### config.mk
export PLATFORM = sky130hd
export DESIGN_NAME = fight_score_engine
export DESIGN_NICKNAME = d
export VERILOG_FILES = /design/src/rtl/fight_pkg.sv /design/src/rtl/score_bcd.sv /design/src/rtl/fight_score_engine.sv
export SDC_FILE = /design/constraint.sdc
export NUM_CORES = 1
export LEC_CHECK = 0
export ABC_AREA = 1
export ABC_CLOCK_PERIOD_IN_PS = 6300
export BUFFER_PORTS_ARGS = -buffer_cell sky130_fd_sc_hd__buf_2
export CAP_MARGIN = 5
export CORE_MARGIN = 8
export CORE_UTILIZATION = 60
export DETAILED_ROUTE_END_ITERATION = 8
export GPL_ROUTABILITY_DRIVEN = 0
export PLACE_DENSITY = 0.8
export SLEW_MARGIN = 25
export SYNTH_ARGS = -nofsm -noshare
export SYNTH_HDL_FRONTEND = slang
export SYNTH_SLANG_ARGS = --single-unit
### constraint.sdc
create_clock -name clk -period 6.3 [get_ports clk]
set_input_delay 1.89 -clock clk [delete_from_list [all_inputs] [get_ports clk]]
set_output_delay 1.89 -clock clk [all_outputs]
set_load 0.005 [all_outputs]
### src/rtl/fight_pkg.sv
// Shared definitions for the two-player fight scoring engine:
// action encodings, bout FSM states and the defender-state damage lookup.
package fight_pkg;

    localparam logic [1:0] ST_IDLE  = 2'b00;
    localparam logic [1:0] ST_GUARD = 2'b01;
    localparam logic [1:0] ST_WIND  = 2'b10;
    localparam logic [1:0] ST_PUNCH = 2'b11;

    typedef enum logic {
        FIGHT = 1'b0,
        OVER  = 1'b1
    } fsm_t;

    // Damage taken by a defender sitting in state st.
    function automatic int unsigned dmg_of(
        input logic [1:0]  st,
        input int unsigned d_idle,
        input int unsigned d_guard,
        input int unsigned d_open
    );
        case (st)
            ST_IDLE:            return d_idle;
            ST_GUARD:           return d_guard;
            ST_WIND, ST_PUNCH:  return d_open;
            default:            return d_open;
        endcase
    endfunction

endpackage

### src/rtl/score_bcd.sv
// Combinational binary-to-BCD converter (double-dabble) for one score value.
module score_bcd #(
    parameter int unsigned W      = 5,
    parameter int unsigned DIGITS = 2
) (
    input  logic [W-1:0]          bin,
    output logic [4*DIGITS-1:0]   bcd
);

    logic [4*DIGITS-1:0] acc;

    always_comb begin
        acc = '0;
        for (int unsigned i = 0; i < W; i++) begin
            for (int unsigned d = 0; d < DIGITS; d++) begin
                if (acc[4*d +: 4] >= 4'd5)
                    acc[4*d +: 4] = acc[4*d +: 4] + 4'd3;
            end
            acc = {acc[4*DIGITS-2:0], bin[W-1-i]};
        end
        bcd = acc;
    end

endmodule

### src/rtl/fight_score_engine.sv
// Two-player boxing score engine: synchronised punch-onset detection, point
// transfer by defender state, per-player cooldown, clash and KO handling.
module fight_score_engine
    import fight_pkg::*;
#(
    parameter int unsigned INI_POINT = 10,
    parameter int unsigned DMG_IDLE  = 2,
    parameter int unsigned DMG_GUARD = 1,
    parameter int unsigned DMG_OPEN  = 3,
    parameter int unsigned COOLDOWN  = 8,
    parameter int unsigned DIGITS    = 2
) (
    input  logic                  clk,
    input  logic                  rst,
    input  logic [1:0]            state1,
    input  logic [1:0]            state2,
    input  logic                  restart,
    output logic [4*DIGITS-1:0]   point1_bcd,
    output logic [4*DIGITS-1:0]   point2_bcd,
    output logic                  win,
    output logic                  winner,
    output logic                  hit1,
    output logic                  hit2,
    output logic                  clash
);

    localparam int unsigned POOL = 2 * INI_POINT;
    localparam int unsigned PW   = $clog2(POOL + 1);
    localparam int unsigned CW   = (COOLDOWN > 0) ? $clog2(COOLDOWN + 1) : 1;

    localparam logic [PW-1:0] INI_P   = PW'(INI_POINT);
    localparam logic [PW-1:0] POOL_P  = PW'(POOL);
    localparam logic [CW-1:0] CD_LOAD = CW'(COOLDOWN);

    function automatic logic [4*DIGITS-1:0] ini_bcd(input int unsigned v);
        int unsigned r;
        r = v;
        ini_bcd = '0;
        for (int unsigned d = 0; d < DIGITS; d++) begin
            ini_bcd[4*d +: 4] = 4'(r % 10);
            r = r / 10;
        end
    endfunction

    localparam logic [4*DIGITS-1:0] INI_BCD = ini_bcd(INI_POINT);

    fsm_t fsm, fsm_nxt;

    logic [1:0]    p1_s1, p1_s2, p1_s3;
    logic [1:0]    p2_s1, p2_s2, p2_s3;
    logic [PW-1:0] pt1, pt2;
    logic [CW-1:0] cd1, cd2;
    logic [PW-1:0] dmg_to1, dmg_to2;
    logic          ev1, ev2, ko1, ko2;
    logic [4*DIGITS-1:0] bcd1_c, bcd2_c;

    always_ff @(posedge clk or negedge rst) begin
        if (!rst) begin
            p1_s1 <= '0; p1_s2 <= '0; p1_s3 <= '0;
            p2_s1 <= '0; p2_s2 <= '0; p2_s3 <= '0;
        end else begin
            p1_s1 <= state1; p1_s2 <= p1_s1; p1_s3 <= p1_s2;
            p2_s1 <= state2; p2_s2 <= p2_s1; p2_s3 <= p2_s2;
        end
    end

    // Damage is chosen by the defender's synchronised state in the onset cycle.
    assign dmg_to2 = PW'(dmg_of(p2_s2, DMG_IDLE, DMG_GUARD, DMG_OPEN));
    assign dmg_to1 = PW'(dmg_of(p1_s2, DMG_IDLE, DMG_GUARD, DMG_OPEN));

    assign ev1 = (p1_s2 == ST_PUNCH) && (p1_s3 != ST_PUNCH) && (cd1 == '0) && (fsm == FIGHT);
    assign ev2 = (p2_s2 == ST_PUNCH) && (p2_s3 != ST_PUNCH) && (cd2 == '0) && (fsm == FIGHT);
    assign ko1 = ev1 && !ev2 && (pt2 <= dmg_to2);
    assign ko2 = ev2 && !ev1 && (pt1 <= dmg_to1);

    always_ff @(posedge clk or negedge rst) begin
        if (!rst)
            fsm <= FIGHT;
        else
            fsm <= fsm_nxt;
    end

    always_comb begin
        fsm_nxt = fsm;
        case (fsm)
            FIGHT:   if (ko1 || ko2) fsm_nxt = OVER;
            OVER:    if (restart)    fsm_nxt = FIGHT;
            default: fsm_nxt = FIGHT;
        endcase
    end

    always_comb begin
        win = (fsm == OVER);
    end

    always_ff @(posedge clk or negedge rst) begin
        if (!rst) begin
            pt1    <= INI_P;
            pt2    <= INI_P;
            cd1    <= '0;
            cd2    <= '0;
            hit1   <= 1'b0;
            hit2   <= 1'b0;
            clash  <= 1'b0;
            winner <= 1'b0;
        end else begin
            hit1  <= 1'b0;
            hit2  <= 1'b0;
            clash <= 1'b0;
            if (fsm == OVER) begin
                cd1 <= '0;
                cd2 <= '0;
                if (restart) begin
                    pt1 <= INI_P;
                    pt2 <= INI_P;
                end
            end else begin
                cd1 <= (cd1 != '0) ? cd1 - 1'b1 : '0;
                cd2 <= (cd2 != '0) ? cd2 - 1'b1 : '0;
                if (ev1 && ev2) begin
                    clash <= 1'b1;
                    cd1   <= CD_LOAD;
                    cd2   <= CD_LOAD;
                end else if (ev1) begin
                    hit1 <= 1'b1;
                    cd1  <= CD_LOAD;
                    if (ko1) begin
                        pt2    <= '0;
                        pt1    <= POOL_P;
                        winner <= 1'b0;
                    end else begin
                        pt2 <= pt2 - dmg_to2;
                        pt1 <= pt1 + dmg_to2;
                    end
                end else if (ev2) begin
                    hit2 <= 1'b1;
                    cd2  <= CD_LOAD;
                    if (ko2) begin
                        pt1    <= '0;
                        pt2    <= POOL_P;
                        winner <= 1'b1;
                    end else begin
                        pt1 <= pt1 - dmg_to1;
                        pt2 <= pt2 + dmg_to1;
                    end
                end
            end
        end
    end

    score_bcd #(.W(PW), .DIGITS(DIGITS)) u_bcd1 (.bin(pt1), .bcd(bcd1_c));
    score_bcd #(.W(PW), .DIGITS(DIGITS)) u_bcd2 (.bin(pt2), .bcd(bcd2_c));

    always_ff @(posedge clk or negedge rst) begin
        if (!rst) begin
            point1_bcd <= INI_BCD;
            point2_bcd <= INI_BCD;
        end else begin
            point1_bcd <= bcd1_c;
            point2_bcd <= bcd2_c;
        end
    end

endmodule

==> results of run 1 <==
[synth_stat cells]
cell / count / area, um^2
dfrtp_1: 41 / 1026
buf_2: 3 / 15.01
xnor2_1: 3 / 26.28
conb_1: 1 / 3.750
and2_1: 1 / 6.260
fa_1: 4 / 80.08
ha_1: 22 / 275.3
o21ai_1: 1 / 5.000
a211oi_1: 1 / 7.510
nand2_2: 4 / 25.02
o21bai_4: 1 / 18.77
nand2_1: 74 / 277.8
xor2_1: 10 / 87.58
nor2_2: 5 / 31.28
nand3_4: 1 / 17.52
or2_2: 4 / 25.02
inv_2: 5 / 18.77
buf_6: 4 / 45.04
nand3_2: 6 / 60.06
nand4_1: 3 / 18.77
o21ai_2: 4 / 35.03
inv_8: 1 / 11.26
nor2_4: 3 / 33.78
nand3_1: 34 / 170.2
dfstp_2: 6 / 157.7
nor2_1: 16 / 60.06
inv_1: 49 / 183.9
buf_4: 5 / 37.54
nand3b_1: 3 / 22.52
nor3_1: 4 / 20.02
a21oi_1: 6 / 30.03
a21o_1: 1 / 7.510
o31ai_1: 1 / 7.510
clkinv_1: 1 / 3.750
o21ai_0: 11 / 55.05
o21a_1: 1 / 7.510
[cell families (layout without fill, tap and decap cells)]
kind of cell	after synthesis	count (layout)	share of synthesized area [%]
AO/OA/AOI/OAI	27	27	5.968
XOR/XNOR	13	13	3.907
adder cells (fa/ha/maj)	26	26	12.19
buffers and inverters	68	87	10.82
flip-flops	47	47	40.62
other	1	4	0.1287
AND/OR/NAND/NOR	158	158	26.36
[how the worst max path moves through the flow]
stage | startpoint | depth (start not counted) | end | slack (ns)
detailed placement | rst | 1 | p2_s3[0] | 3.48
CTS | win | 1 | win | 3.30
global placement | rst | 1 | p2_s2[0] | 3.52
global route | win | 1 | win | 3.23
finish | win | 1 | win | 3.32
floorplan | restart | 5 | pt2[3] | 3.75
[final cells by class]
| type | instances | area, um^2 | area share, % |
|---|---|---|---|
| Clock inverter | 2 | 35.03 | 1.119 |
| Inverter | 56 | 217.7 | 6.954 |
| Tap cell | 54 | 67.56 | 2.158 |
| Sequential cell | 47 | 1184 | 37.81 |
| Multi-Input combinational cell | 228 | 1426 | 45.56 |
| Clock buffer | 6 | 82.58 | 2.638 |
| Timing Repair Buffer | 23 | 117.6 | 3.757 |
[power by group]
group	switching, mW	leakage, nW	internal [mW]	total, mW
clock network	0.100	0.0612	0.128	0.229
registers	0.0865	0.573	0.414	0.501
logic	0.407	1.08	0.287	0.695
[sequential cells by signal, summed over array words and instances, names as in the netlist]
signal      count
cd1             4
cd2             4
clash           1
hit1            1
hit2            1
p1_s1           2
p1_s2           2
p1_s3           2
p2_s1           2
p2_s2           2
p2_s3           2
point1_bcd      6
point2_bcd      6
pt1             5
pt2             5
win             1
winner          1
[stage by stage]
step / power (mW) / cell area [um^2] / worst slack (ns) / util (%)
after floorplan: 1.048 / 2925 / 3.752 / -
after global placement: 1.164 / 3010 / 3.516 / 64.16
after detailed placement: 1.203 / 3010 / 3.476 / 64.16
after CTS: 1.440 / 3128 / 3.300 / 66.67
after global routing: 1.567 / 3131 / 3.231 / 66.72
final: 1.424 / 3131 / 3.323 / 66.72
[layer usage]
metal / vias up / global-route usage, % / share of wire (%) / wire length, um
met5: - / 0 / 0 / 0
met4: 0 / 6.210 / 0.86 / 46
met3: 5 / 3.534 / 3.9 / 208
met2: 30 / 28.35 / 51 / 2722
met1: 1036 / 18.82 / 45 / 2390
li1: 1095 / - / - / -
==> reports/metrics.cfg, run 1 <==
[clock_network]
cts_buffers=5
cts_tree=done
clk_pin_slew_worst_paths_ns=0.08
cts.sinks=47
cts_resized=0
h-tree-depth=2
cts_buffer_depth=2
post_cts_buffers=0
clk_latency_ns=0.30
clock-root-buffer=clkbuf_8
hold_buffers=0

[floorplanning]
io_pins=28
die_h_um=85.69
dieArea_um2=7343
core_area_um2=4692
start_util_pct=62.11
rows=25
die-width_um=85.69

[critical_path]
cp-start-kind=flip-flop
worst_setup_path_end_kind=output pin
crit_arrival_ns=1.09
slowest_delay_ns=0.60
rr_endpoint=point1_bcd[2]
criticalPathCategory=reg -> out
reg2reg_slack_ns=4.03
cp_slowest_cell=dfrtp_1
critical_path.cell_chain=buf_2
path_buf_inv=1
critPathRequiredTime_ns=4.41
crit_family=flip-flops
critPathMaxFanout=10
reg2reg_depth=12
r2r-start=pt1[3]

[sta]
fmax_ghz=0.3359
skew_ns=0.01253
slew_violations=0
worst_pin_slew_ns=0.5914
rsz0062_at_grt=false
finalSetupViolations=0
maxSlewHeadroom_pct=60.57
setup_tns_ns=0
fin_crit_sh_pct=47.25
min_period_ns=2.977
whs_ns=0.3515
hold_viol_final=0

[cells_and_area]
syn2layout_area_growth_pct=7.428
n_fill_cell=389
instances_no_fill=416
drive_above_1_share_pct=19.61
final_cell_mix=nand2_1, inv_1, dfrtp_1
final_common_cell=nand2_1
nets=394
antenna_cells=0

[power]
power_per_cell_area_nw_per_um2=454.8
p_leak_nw=1.717
peakVddDrop_v=0.0002505

[hold_path]
hold_end=p2_s2[1]
hold_depth=0
hold_start=p2_s1[1]
min_path_type=reg -> reg

[grt]
antenna_found_initial=0
gr-total-overflow=0
grt_pass1_wl_um=9666
grt_pass1_vias=2171
track_usage_pct=16.21
grt_max_degree=48

[detailed_routing]
routed_wl_um=5367
vias_per_cell=5.207
vias=2166
drcViolationCount=0
wl_per_cell_um=12.90
drt_iter0_markers=79
dr.pass1.iters=4
ant_nets=0

[placement]
port_buffers=23
hpwlAfterDp_um=3999
numPlacedInstances=408

[outcome]
status=completed

[synthesis]
syn_area_um2=2914
syn_inst=340
ys_ff_latch=47
yosysSeqAreaShare_pct=40.62
ys_warn_count=0
yosysUniqueCellTypes=36
syn_avg_cell_area_um2=8.571

[run]
cap_violations=0

Power figures use the tool's default switching activity.
==> run 2: changes to the inputs <==
- ABC_AREA: 1 -> 0
- ABC_CLOCK_PERIOD_IN_PS: 6300 -> 2900
- CORE_UTILIZATION: 60 -> 59
- PLACE_DENSITY: 0.8 -> 0.79
- clock period: 6.3 -> 2.9 ns (I/O delays scaled with it)
==> run 2 against run 1 <==
- critical path depth rose by 8
- combinational power is 99% higher
- wire length is 3.8% higher
- clock-buffer cell count is the same
- cell count down 18%
- setup slack got worse by 2.9 ns
==> reports/metrics.cfg, run 2 <==
[outcome]
status=completed  ; unchanged

[clock_network]
cts_buffer_depth=2  ; unchanged
post_cts_buffers=0  ; unchanged
cts_resized=0  ; unchanged
hold_buffers=0  ; unchanged
clk_pin_slew_worst_paths_ns=0.09  ; was 0.08 ns
cts_buffers=5  ; unchanged
h-tree-depth=2  ; unchanged
cts.sinks=47  ; unchanged
clock-root-buffer=clkbuf_8  ; unchanged
cts_tree=done  ; unchanged
clk_latency_ns=0.30  ; about the same

[cells_and_area]
nets=323  ; was 394
syn2layout_area_growth_pct=8.557  ; was 7.428%
biggestRegsByFlops=point1_bcd: 6 flops, point2_bcd: 6 flops  ; unchanged
final_common_cell=dfrtp_1  ; was nand2_1
instances_no_fill=343  ; was 416
final_cell_mix=dfrtp_1, buf_2, ha_1  ; was nand2_1, inv_1, dfrtp_1
antenna_cells=0  ; unchanged
drive_above_1_share_pct=17.53  ; was 19.61%

[power]
power_per_cell_area_nw_per_um2=983.0  ; was 454.8 nW/um^2
p_leak_nw=1.428  ; was 1.717 nW
peakVddDrop_v=0.0004918  ; was 0.0002505 V

[floorplanning]
dieArea_um2=7007  ; was 7343 um^2
core_area_um2=4384  ; was 4692 um^2
die_h_um=83.71  ; was 85.69 um
start_util_pct=61.70  ; was 62.11%
die-width_um=83.71  ; was 85.69 um
rows=24  ; was 25
io_pins=28  ; unchanged

[sta]
worst_pin_slew_ns=0.6126  ; was 0.5914 ns
min_period_ns=2.514
hold_viol_final=0  ; unchanged
maxSlewHeadroom_pct=59.16  ; was 60.57%
skew_ns=0.003686  ; was 0.01253 ns
setup_tns_ns=0  ; unchanged
slew_violations=0  ; unchanged
fmax_ghz=0.3977
rsz0062_at_grt=false  ; unchanged
fin_crit_sh_pct=86.70
setup_ws_ns=0.3856  ; was 3.323 ns
finalSetupViolations=0  ; unchanged

[synthesis]
ys_warn_count=0  ; unchanged
ys_ff_latch=47  ; unchanged
yosysSeqAreaShare_pct=43.76  ; was 40.62%
syn_area_um2=2705  ; was 2914 um^2
syn_inst=266  ; was 340
synth.area.top_cells=dfrtp_1, ha_1, dfstp_2  ; was dfrtp_1, nand2_1, ha_1
post-synth-top-count-cell=dfrtp_1  ; was nand2_1
ys_top_cells_by_count=dfrtp_1, ha_1, inv_1, a21oi_1, o21ai_0  ; was nand2_1, inv_1, dfrtp_1, nand3_1, ha_1
syn_avg_cell_area_um2=10.17  ; was 8.571 um^2
synth_edf_count=0  ; unchanged
async_reset_ff_share_pct=100.0  ; unchanged
netlist.area_leader.share_pct=37.93  ; was 35.21%
yosys.area.top_type=dfrtp_1  ; unchanged
yosysUniqueCellTypes=53  ; was 36
synth_top_flop_cell=dfrtp_1  ; unchanged

[detailed_routing]
dr.pass1.iters=4  ; unchanged
vias_per_cell=6.067  ; was 5.207
wl_per_cell_um=16.25  ; was 12.90 um
vias=2081  ; was 2166
ant_nets=0  ; unchanged
routed_wl_um=5573  ; was 5367 um
drcViolationCount=0  ; unchanged
drt_iter0_markers=160  ; was 79

[placement]
dp_slack_ns=0.5040  ; was 3.476 ns
port_buffers=23  ; unchanged
hpwlAfterDp_um=4130  ; was 3999 um
numPlacedInstances=335  ; was 408

[grt]
gr-total-overflow=0  ; unchanged
grt_pass1_wl_um=9591  ; was 9666 um
track_usage_pct=16.44  ; was 16.21%
grt_max_degree=31  ; was 48
antenna_found_initial=0  ; unchanged
grt_pass1_vias=2072  ; was 2171

[critical_path]
cp-start-kind=flip-flop  ; unchanged
critPathMaxFanout=5  ; was 10
critPathRequiredTime_ns=3.13  ; was 4.41 ns
criticalPathCategory=reg -> reg  ; was reg -> out
worst_setup_path_end_kind=flip-flop  ; was output pin
crit_arrival_ns=2.75  ; was 1.09 ns

[hold_path]
min_path_type=reg -> reg  ; unchanged

[run]
cap_violations=0  ; unchanged

[run 2: report_power, final]
group          switching [mW]  internal [mW]  total (mW)
combinational           0.765          0.614        1.38
sequential              0.212          0.898        1.11
clock                   0.225          0.173       0.398
total                    1.20           1.68        2.89
[run 2: cells by family after synthesis]
logic type,after synthesis,synth area share [%]
and+or+nand+nor,73,15.91
adders and majority gates,26,13.14
buffers and inverters,34,5.735
AOI/OAI and AO/OA,74,17.58
xor gates and xnor gates,7,2.266
other,1,0.1386
DFF,47,43.76
muxes,4,1.480
[run 2: routing by layer]
metal,wire (um),GRT usage (%),vias to the layer above,part of all wire [%]
met5,0,0,-,0
met4,178,7.849,0,3.2
met3,409,5.176,20,7.3
met2,2588,26.39,83,46
met1,2398,19.43,991,43
li1,-,-,987,-
[run 2: through the flow]
| step | utilization, % | cell area [um^2] | power, mW | hold slack (ns) |
|---|---|---|---|---|
| final | 66.98 | 2937 | 2.887 | 0.3538 |
| after global routing | 66.98 | 2937 | 3.144 | 0.3626 |
| after CTS | 66.98 | 2937 | 2.895 | 0.3582 |
| after detailed placement | 64.93 | 2846 | 2.488 | 0.3371 |
| after global placement | 64.93 | 2846 | 2.443 | 0.3361 |
| after floorplan | - | 2716 | 2.125 | 0.3312 |
[run 2: critical path: stages (launching register included)]
cell      delay [ns]
dfrtp_1         0.37
nand2b_1        0.28
inv_1           0.08
ha_1            0.28
nor2b_1         0.15
o41ai_2         0.30
nor3b_2         0.39
o311ai_0        0.24
o21ai_0         0.25
a21oi_1         0.10
[run 2: path summary, 6_finish.rpt]
check | startpoint | to | slack [ns] | cells past startpoint
max | p1_s2[1] | pt2[3] | 0.39 | 9
min | p1_s1[0] | p1_s2[0] | 0.35 | 0
min in group asynchronous | rst | cd2[2] | 0.47 | 1
min reg2reg | p1_s1[0] | p1_s2[0] | 0.35 | 0
max in group asynchronous | rst | pt2[1] | 1.68 | 2
max reg2reg | p1_s2[1] | pt2[3] | 0.39 | 9
[run 2: area by class of cell]
type / count / area (um^2)
well taps: 52 / 65.06
repair buffers: 26 / 137.6
clock buffers: 6 / 72.57
multi-input cells: 188 / 1378
clock inverters: 2 / 17.52
inverters: 22 / 82.58
fillers: 341 / 1448
flip-flops and latches: 47 / 1184
==> run 3: changes to the inputs <==
- ABC_CLOCK_PERIOD_IN_PS: 2900 -> 2440
- clock period: 2.9 -> 2.44 ns (I/O delays scaled with it)
==> run 3 against run 2 <==
- cell count up 2.3%
- combinational power increased by 26%
- wire length rose by 2.6%
- non-clock buffer count up 8
- first-iteration DRC count grew 54%
- sequential share of layout area is 1.1 points lower
- cell area rose by 2.7%
- clock-buffer cell count fell by 1
- fmax increased by 11%
- register-to-register slack lost 0.20 ns
- critical endpoint is now pt1[4]
- highest routed layer unchanged
==> reports/metrics.cfg, run 3 (synthesis results as in run 2) <==
[critical_path]
worst_setup_path_end_kind=flip-flop  ; unchanged
path_buf_inv=0  ; was 1
cp_slowest_cell=fa_1  ; was nor3b_2
cp-startpoint=p1_s2[1]  ; unchanged
crit_family=compound AO/OA/AOI/OAI gates  ; unchanged
cp-start-kind=flip-flop  ; unchanged
criticalPathCategory=reg -> reg  ; unchanged
cpMostUsedCell=o21ai_1
slowest_delay_ns=0.41  ; was 0.39 ns
r2r-start=p1_s2[1]  ; unchanged
critPathRequiredTime_ns=2.69  ; was 3.13 ns
critPathMaxFanout=4  ; was 5
critical_path.cell_chain=or2_2, ha_1, fa_1, o21ai_1, and2_1, o21ai_1, a221oi_1, a21o_1  ; was nand2b_1, inv_1, ha_1, nor2b_1, o41ai_2, nor3b_2, o311ai_0, o21ai_0, a21oi_1
crit_arrival_ns=2.51  ; was 2.75 ns

[sta]
hold_viol_final=0  ; unchanged
fmax_ghz=0.4428  ; was 0.3977 GHz
setup_tns_ns=0  ; unchanged
min_period_ns=2.258  ; was 2.514 ns
finalSetupViolations=0  ; unchanged
setup_ws_ns=0.1818  ; was 0.3856 ns
slew_violations=0  ; unchanged
fin_crit_sh_pct=92.55  ; was 86.70%
rsz0062_at_grt=false  ; unchanged
skew_ns=0.005199  ; was 0.003686 ns

[clock_network]
cts_buffer_depth=2  ; unchanged
clk_latency_ns=0.31  ; was 0.30 ns
cts_tree=done  ; unchanged
hold_buffers=0  ; unchanged
cts.sinks=47  ; unchanged
h-tree-depth=2  ; unchanged
clock-root-buffer=clkbuf_8  ; unchanged
cts_buffers=5  ; unchanged
clk_pin_slew_worst_paths_ns=0.09  ; about the same
post_cts_buffers=0  ; unchanged

[floorplanning]
io_pins=28  ; unchanged
dieArea_um2=7007  ; unchanged
start_util_pct=61.70  ; unchanged
die_h_um=83.71  ; unchanged
rows=24  ; unchanged
die-width_um=83.71  ; unchanged
core_area_um2=4384  ; unchanged

[power]
p_leak_nw=1.474  ; was 1.428 nW
peakVddDrop_v=0.0006227  ; was 0.0004918 V
power_per_cell_area_nw_per_um2=1164  ; was 983.0 nW/um^2
p_total_mw=3.509  ; was 2.887 mW

[grt]
grt_pass1_wl_um=9908  ; was 9591 um
gr-total-overflow=0  ; unchanged
track_usage_pct=16.91  ; was 16.44%
grt_max_degree=48  ; was 31
antenna_found_initial=0  ; unchanged
grt_pass1_vias=2110  ; was 2072

[run]
cap_violations=0  ; unchanged

[hold_path]
hold_start=p1_s1[0]  ; unchanged
min_path_type=reg -> reg  ; unchanged

[cells_and_area]
syn2layout_area_growth_pct=11.47  ; was 8.557%
final_common_cell=dfrtp_1  ; unchanged
nets=331  ; was 323
drive_above_1_share_pct=20.74  ; was 17.53%
final_cell_mix=dfrtp_1, buf_2, ha_1  ; unchanged
antenna_cells=0  ; unchanged
biggestRegsByFlops=point1_bcd: 6 flops, point2_bcd: 6 flops  ; unchanged

[detailed_routing]
vias_per_cell=5.963  ; was 6.067
dr.pass1.iters=4  ; unchanged
wl_met2_um=2670  ; was 2588 um
top_layer=met4  ; unchanged
routed_wl_um=5719  ; was 5573 um
wl_met1_um=2432  ; was 2398 um
wl_per_cell_um=16.29  ; was 16.25 um
vias=2093  ; was 2081
drt_iter0_markers=247  ; was 160
met3_length_um=417  ; was 409 um
drcViolationCount=0  ; unchanged
ant_nets=0  ; unchanged

[placement]
hpwlAfterDp_um=4266  ; was 4130 um
dp_slack_ns=0.1517  ; was 0.5040 ns
port_buffers=23  ; unchanged

[outcome]
status=completed  ; unchanged

==> run 3: changes by cell type in the layout (fill, tap and decap cells not counted), sizes merged <==
cell,previous run,this run
clkbuf,6,5
buf,26,34
inv,22,23
==> run 3: routing by layer <==
layer / up-vias / track usage [%]
met2: 83 / 26.25
met5: - / 0
met4: 0 / 8.948
met1: 995 / 20.31
met3: 23 / 5.469
li1: 992 / -
==> run 3: power by group <==
group | total, mW | internal [mW] | leakage [nW] | switching [mW]
combinational | 1.74 | 0.783 | 0.850 | 0.955
clock | 0.476 | 0.205 | 0.0485 | 0.270
sequential | 1.29 | 1.07 | 0.576 | 0.229
==> run 3: what timing repair did <==
action	CTS	global route
hold endpoints to repair	0	0
setup endpoints to repair	0	5
resized for setup	0	4
==> run 3: worst reg2reg max path: cells and delay by family, from the launching register on <==
family	cells	cell delay (ns)
adder cells (fa/ha/maj)	2	0.64
flip-flops	1	0.40
AO/OA/AOI/OAI	4	0.69
AND/OR/NAND/NOR	2	0.49
==> run 3: worst paths after layout <==
path | endpoint | depth (start not counted) | slack [ns]
max | pt1[4] | 8 | 0.18
min reg2reg | p1_s2[0] | 0 | 0.35
min | p1_s2[0] | 0 | 0.35
max reg2reg | pt1[4] | 8 | 0.18
min in group asynchronous | cd2[2] | 2 | 0.38
max in group asynchronous | point2_bcd[4] | 2 | 1.77
==> run 3: through the flow <==
stage          instances  instance area (um^2)  hold WS (ns)  utilization [%]
6_report             351                  3015        0.3539            68.78
5_1_grt              351                  3015        0.3721            68.78
3_3_place_gp         343                  2919        0.3331            66.58
2_1_floorplan        269                  2716        0.3312                -
3_5_place_dp         343                  2919        0.3371            66.58
4_1_cts              351                  3010        0.3579            68.66
==> run 3: final cells by class <==
type | count | area (um^2)
tap | 52 | 65.06
fill | 334 | 1369
clock inverter | 3 | 22.52
multi-input combinational | 188 | 1383
clock buffer | 5 | 68.82
timing repair buffer | 34 | 210.2
inverter | 22 | 82.58
sequential | 47 | 1184
